## config.mk

```make
export PLATFORM = sky130hd
export DESIGN_NAME = score_counter_bank
export DESIGN_NICKNAME = d
export VERILOG_FILES = /design/src/rtl/score_pkg.sv /design/src/rtl/score_bin2bcd.sv /design/src/rtl/score_counter_bank.sv
export SDC_FILE = /design/constraint.sdc
export NUM_CORES = 1
export LEC_CHECK = 0
export ABC_CLOCK_PERIOD_IN_PS = 3630
export CELL_PAD_IN_SITES_DETAIL_PLACEMENT = 2
export CELL_PAD_IN_SITES_GLOBAL_PLACEMENT = 2
export CORE_MARGIN = 3
export CORE_UTILIZATION = 31
export CTS_CLUSTER_SIZE = 8
export DETAILED_ROUTE_END_ITERATION = 16
export PLACE_DENSITY = 0.89
export SYNTH_ARGS = -nofsm -noshare
export SYNTH_HDL_FRONTEND = slang
export SYNTH_SLANG_ARGS = --single-unit
export TNS_END_PERCENT = 50
```

## constraint.sdc

```tcl
create_clock -name clk_i -period 3.63 [get_ports clk_i]
set_input_delay 0.726 -clock clk_i [delete_from_list [all_inputs] [get_ports clk_i]]
set_output_delay 0.726 -clock clk_i [all_outputs]
set_load 0.05 [all_outputs]
```

## src/rtl/score_pkg.sv

```systemverilog
// Shared constants and types for the score counter bank and its BCD converter.
package score_pkg;

    localparam int SCORE_BW     = 7;
    localparam int SCORE_MAX    = 99;
    localparam int SCORE_DIGITS = 2;
    localparam int BCD_W        = 4;

    typedef logic [BCD_W-1:0] bcd_digit_t;

endpackage

```

## src/rtl/score_bin2bcd.sv

```systemverilog
// Combinational double-dabble binary to BCD converter, least significant digit lowest.
module score_bin2bcd
    import score_pkg::*;
#(
    parameter int BW     = SCORE_BW,
    parameter int DIGITS = SCORE_DIGITS
) (
    input  logic [BW-1:0]           i_bin,
    output logic [DIGITS*BCD_W-1:0] o_bcd
);

    logic [DIGITS*BCD_W-1:0] w_bcd;
    bcd_digit_t              w_dig;

    always_comb begin
        w_bcd = '0;
        w_dig = '0;
        for (int i = BW - 1; i >= 0; i--) begin
            // add-3 on any digit >= 5 before each shift keeps every digit decimal
            for (int d = 0; d < DIGITS; d++) begin
                w_dig = w_bcd[d*BCD_W +: BCD_W];
                if (w_dig > bcd_digit_t'(4)) begin
                    w_bcd[d*BCD_W +: BCD_W] = w_dig + bcd_digit_t'(3);
                end
            end
            w_bcd = {w_bcd[DIGITS*BCD_W-2:0], i_bin[i]};
        end
    end

    assign o_bcd = w_bcd;

endmodule

```

## src/rtl/score_counter_bank.sv

```systemverilog
// N_CH independent up/down score counters with edge-detected requests and BCD outputs.
// Define SCORE_WRAP_EN to wrap at the limits instead of saturating (ovf is set either way).
module score_counter_bank
    import score_pkg::*;
#(
    parameter int N_CH    = 2,
    parameter int BW      = SCORE_BW,
    parameter int MAX_VAL = SCORE_MAX,
    parameter int DIGITS  = SCORE_DIGITS
) (
    input  logic                          clk_i,
    input  logic                          rst_i,
    input  logic [N_CH-1:0]               up_i,
    input  logic [N_CH-1:0]               down_i,
    input  logic [N_CH-1:0]               clr_i,
    output logic [N_CH*BW-1:0]            cnt_o,
    output logic [N_CH*BCD_W*DIGITS-1:0]  bcd_o,
    output logic [N_CH-1:0]               max_o,
    output logic [N_CH-1:0]               zero_o,
    output logic [N_CH-1:0]               ovf_o
);

    localparam logic [BW-1:0] MAX_C = BW'(MAX_VAL);

    for (genvar c = 0; c < N_CH; c++) begin : gen_ch
        logic          r_up_q;
        logic          r_down_q;
        logic [BW-1:0] r_cnt;
        logic          r_ovf;
        logic          w_up_evt;
        logic          w_down_evt;

        assign w_up_evt   = up_i[c]   & ~r_up_q;
        assign w_down_evt = down_i[c] & ~r_down_q;

        // edge registers track inputs even in reset/clear so held levels never step later
        always_ff @(posedge clk_i) begin
            r_up_q   <= up_i[c];
            r_down_q <= down_i[c];
            if (rst_i || clr_i[c]) begin
                r_cnt <= '0;
                r_ovf <= 1'b0;
            end else if (w_up_evt && !w_down_evt) begin
                if (r_cnt < MAX_C) begin
                    r_cnt <= r_cnt + 1'b1;
                end else begin
                    r_ovf <= 1'b1;
`ifdef SCORE_WRAP_EN
                    r_cnt <= '0;
`endif
                end
            end else if (w_down_evt && !w_up_evt) begin
                if (r_cnt != '0) begin
                    r_cnt <= r_cnt - 1'b1;
                end else begin
                    r_ovf <= 1'b1;
`ifdef SCORE_WRAP_EN
                    r_cnt <= MAX_C;
`endif
                end
            end
        end

        score_bin2bcd #(
            .BW     (BW),
            .DIGITS (DIGITS)
        ) u_bin2bcd (
            .i_bin (r_cnt),
            .o_bcd (bcd_o[c*BCD_W*DIGITS +: BCD_W*DIGITS])
        );

        assign cnt_o[c*BW +: BW] = r_cnt;
        assign max_o[c]          = (r_cnt == MAX_C);
        assign zero_o[c]         = (r_cnt == '0);
        assign ovf_o[c]          = r_ovf;
    end

endmodule

```

==> qor.yml <==
timing:
  max_slew_margin_pct: 48.5
  final-hold-violation-count: 0
  final.setup.worst_slack_ns: -0.0834
  tightest_slew_ns: 0.753
  fin_crit_ns: 3.71
  setup_viol: 4
  period_share_pct: 102
  rsz0062_at_grt: "true"
  fin_worst_skew_ns: 0.00228
  report.final.slew_viol_count: 0
  whs_ns: 0.493
  max_clock_freq_mhz: 269
grt:
  groute.layer.met2.usage_pct: 42.7
  grt_first_pass_wirelength_mm: 15.8
  top_usage_layer: "met2"
  grt_pass1_vias: 2859
  grtUsageMet1_pct: 26.5
  grt_max_degree: 16
  grtUsageTotal_pct: 23.0
  met3_usage_pct: 2.24
  antenna_found_initial: 0
  grt-ovfl-total: 0
route:
  vias: 2597
  wl_per_cell_um: 23.7
  drc: 0
  drt_wl_total_mm: 11.0
  viasPerCell: 5.62
  drtPass1Iterations: 4
  dr.first_iter.drc_count: 109
  ant_nets: 0
pwr:
  power.leakage_nw: 1.41
  power_mw: 1.15
  cellPowerDensity_nw_per_um2: 313
  ir_worst_vdd_v: 0.000427
yosys:
  ys.flop_type: "dfxtp_1"
  syn_avg_cell_area_um2: 7.84
  ys_seq_elements: 20
  yosys_warnings: 0
  yosysUniqueCellTypes: 58
  syn-num-nets: 347
  netlist_area_um2: 2390
  synth_top_area_share_pct: 16.7
  synth-edff-count: 0
  synthArstFlopShare_pct: 0
  synthTopCellsByArea: "dfxtp_1 17%, ha_1 17%, nor2_1 5.2%, a21oi_1 5.0%, xnor2_1 4.4%"
  synth.yosys.seq_area_share_pct: 16.7
  syn_inst: 305
  synth_top_area_cell: "dfxtp_1"
worst_hold_path:
  hold_path_class: "register to register"
critical_path:
  critPathLaunchType: "register"
  path_max_fanout: 5
  cp_data_required_time_ns: 2.90
  crit_arrival_ns: 2.99
  cp-end-kind: "primary output"
  path_class: "register to primary output"
clock_tree:
  cts_sinks: 20
  h-tree-depth: 1
  cts_tree: "yes"
  cts-root-buf: "clkbuf_8"
  holdBufCountCts: 0
  clock_path_buffers: 2
  path_clk_slew_ns: 0.09
  cts_inserted_buffers: 3
  clkLatencyLatePin_ns: 0.27
floorplanning:
  coreArea_um2: 7370
  die_h_um: 93.8
  pin_count: 44
  num_rows: 31
  dieArea_um2: 8800
  start_util_pct: 32.4
  die_w_um: 93.8
cells_and_area:
  synthToLayoutAreaGrowth_pct: 54.0
  final_nets: 406
  antenna_cells: 0
  drive_gt1_share_pct: 32.8
  finalNonFillerCells: 462
  fin_util_pct: 50.0
placed_design:
  dp_cells: 443
  portBuffers: 43
  dpl.hpwl_mm: 6.08
  gp_congestion: 0.823
run_status:
  status: "finished, violations left"
  violations: "setup timing"
flow_run:
  cap_violations: 0
[where the power goes]
part	internal, mW	total (mW)	switching [mW]	leakage (nW)
logic	0.274	0.658	0.385	1.21
registers	0.231	0.259	0.0281	0.168
clock network	0.148	0.236	0.0882	0.0357
[routing by layer]
metal	wire length [µm]	share of wire [%]	up-vias
li1	-	-	1179
met1	4490	41	1325
met2	5790	53	65
met3	287	2.6	28
met4	390	3.6	0
met5	0	0	-
[cell usage in the layout (no fill, tap or decap), types with 9 or more instances in the layout]
cell	instances
ha_1	22
a21oi_1	21
buf_4	27
dfxtp_1	14
nand2_1	19
buf_12	14
o21ai_0	9
nor2_1	29
clkdlybuf4s50_1	29
inv_1	16
[timing repair]
action | CTS | global route
hold endpoints to repair | 0 | 0
buffers inserted | 6 | 9
pin swaps | 6 | 15
setup endpoints to repair | 14 | 11
gates resized for setup | 32 | 30
[logic make-up after synthesis]
group / share of synthesized area, %
DFF: 16.7
buffers and inverters: 8.27
AOI/OAI and AO/OA: 24.3
xor gates and xnor gates: 6.49
muxes: 3.92
adders and majority gates: 18.4
and+or+nand+nor: 21.9
[flip-flops by register name, summed over array words and instances, names as in the netlist]
register and cells:
gen_ch.r_cnt 14, gen_ch.r_down_q 2, gen_ch.r_ovf 2, gen_ch.r_up_q 2
[metrics by stage]
step / cell area [µm²] / TNS, ns / setup slack [ns]
after floorplan: 2530 / 0 / 0.000487
after global placement: 3210 / 0 / 0.135
after detailed placement: 3210 / -0.0510 / -0.0389
after CTS: 3450 / -0.00867 / -0.00867
after global routing: 3680 / -0.733 / -0.172
final: 3680 / -0.126 / -0.0834
[worst max-delay path, cell delays in order, from the launching register on]
cell and delay (ns):
dfxtp_4 0.37, inv_4 0.07, ha_4 0.17, inv_4 0.05, ha_4 0.16, or2_4 0.30
a21oi_2 0.19, a2bb2oi_2 0.23, o21ai_2 0.11, xnor2_2 0.17, ha_2 0.20, inv_2 0.07
ha_4 0.18, mux2i_4 0.27, buf_12 0.16
[path summary, 6_finish.rpt]
check                      from  cells after the start  slack [ns]            endpoint
max          gen_ch[0].r_cnt[5]                     14       -0.08            bcd_o[6]
min             gen_ch[0].r_ovf                      2        0.49     gen_ch[0].r_ovf
max reg2reg    gen_ch[1].r_up_q                     10        0.80  gen_ch[1].r_cnt[6]
min reg2reg     gen_ch[0].r_ovf                      2        0.49     gen_ch[0].r_ovf
[area by class of cell]
type | instances | area (µm²)
clock buffer | 3 | 41.3
clock inverter | 1 | 30.0
fill | 785 | 3690
inverter | 24 | 105
multi-input combinational | 243 | 2170
sequential | 20 | 418
tap | 99 | 124
timing repair buffer | 72 | 796
[cell usage after synthesis (all sizes together) (5+ instances only)]
| library cell | instances |
|---|---|
| ha | 32 |
| nand2 | 21 |
| dfxtp | 20 |
| o21ai | 16 |
| nor2 | 35 |
| nand2b | 5 |
| buf | 15 |
| a21oi | 25 |
| nor2b | 8 |
| xnor2 | 14 |
| a211oi | 5 |
| mux2i | 6 |
| or2 | 7 |
| nand3 | 9 |
| inv | 24 |
(Power assumes the default switching activity.)
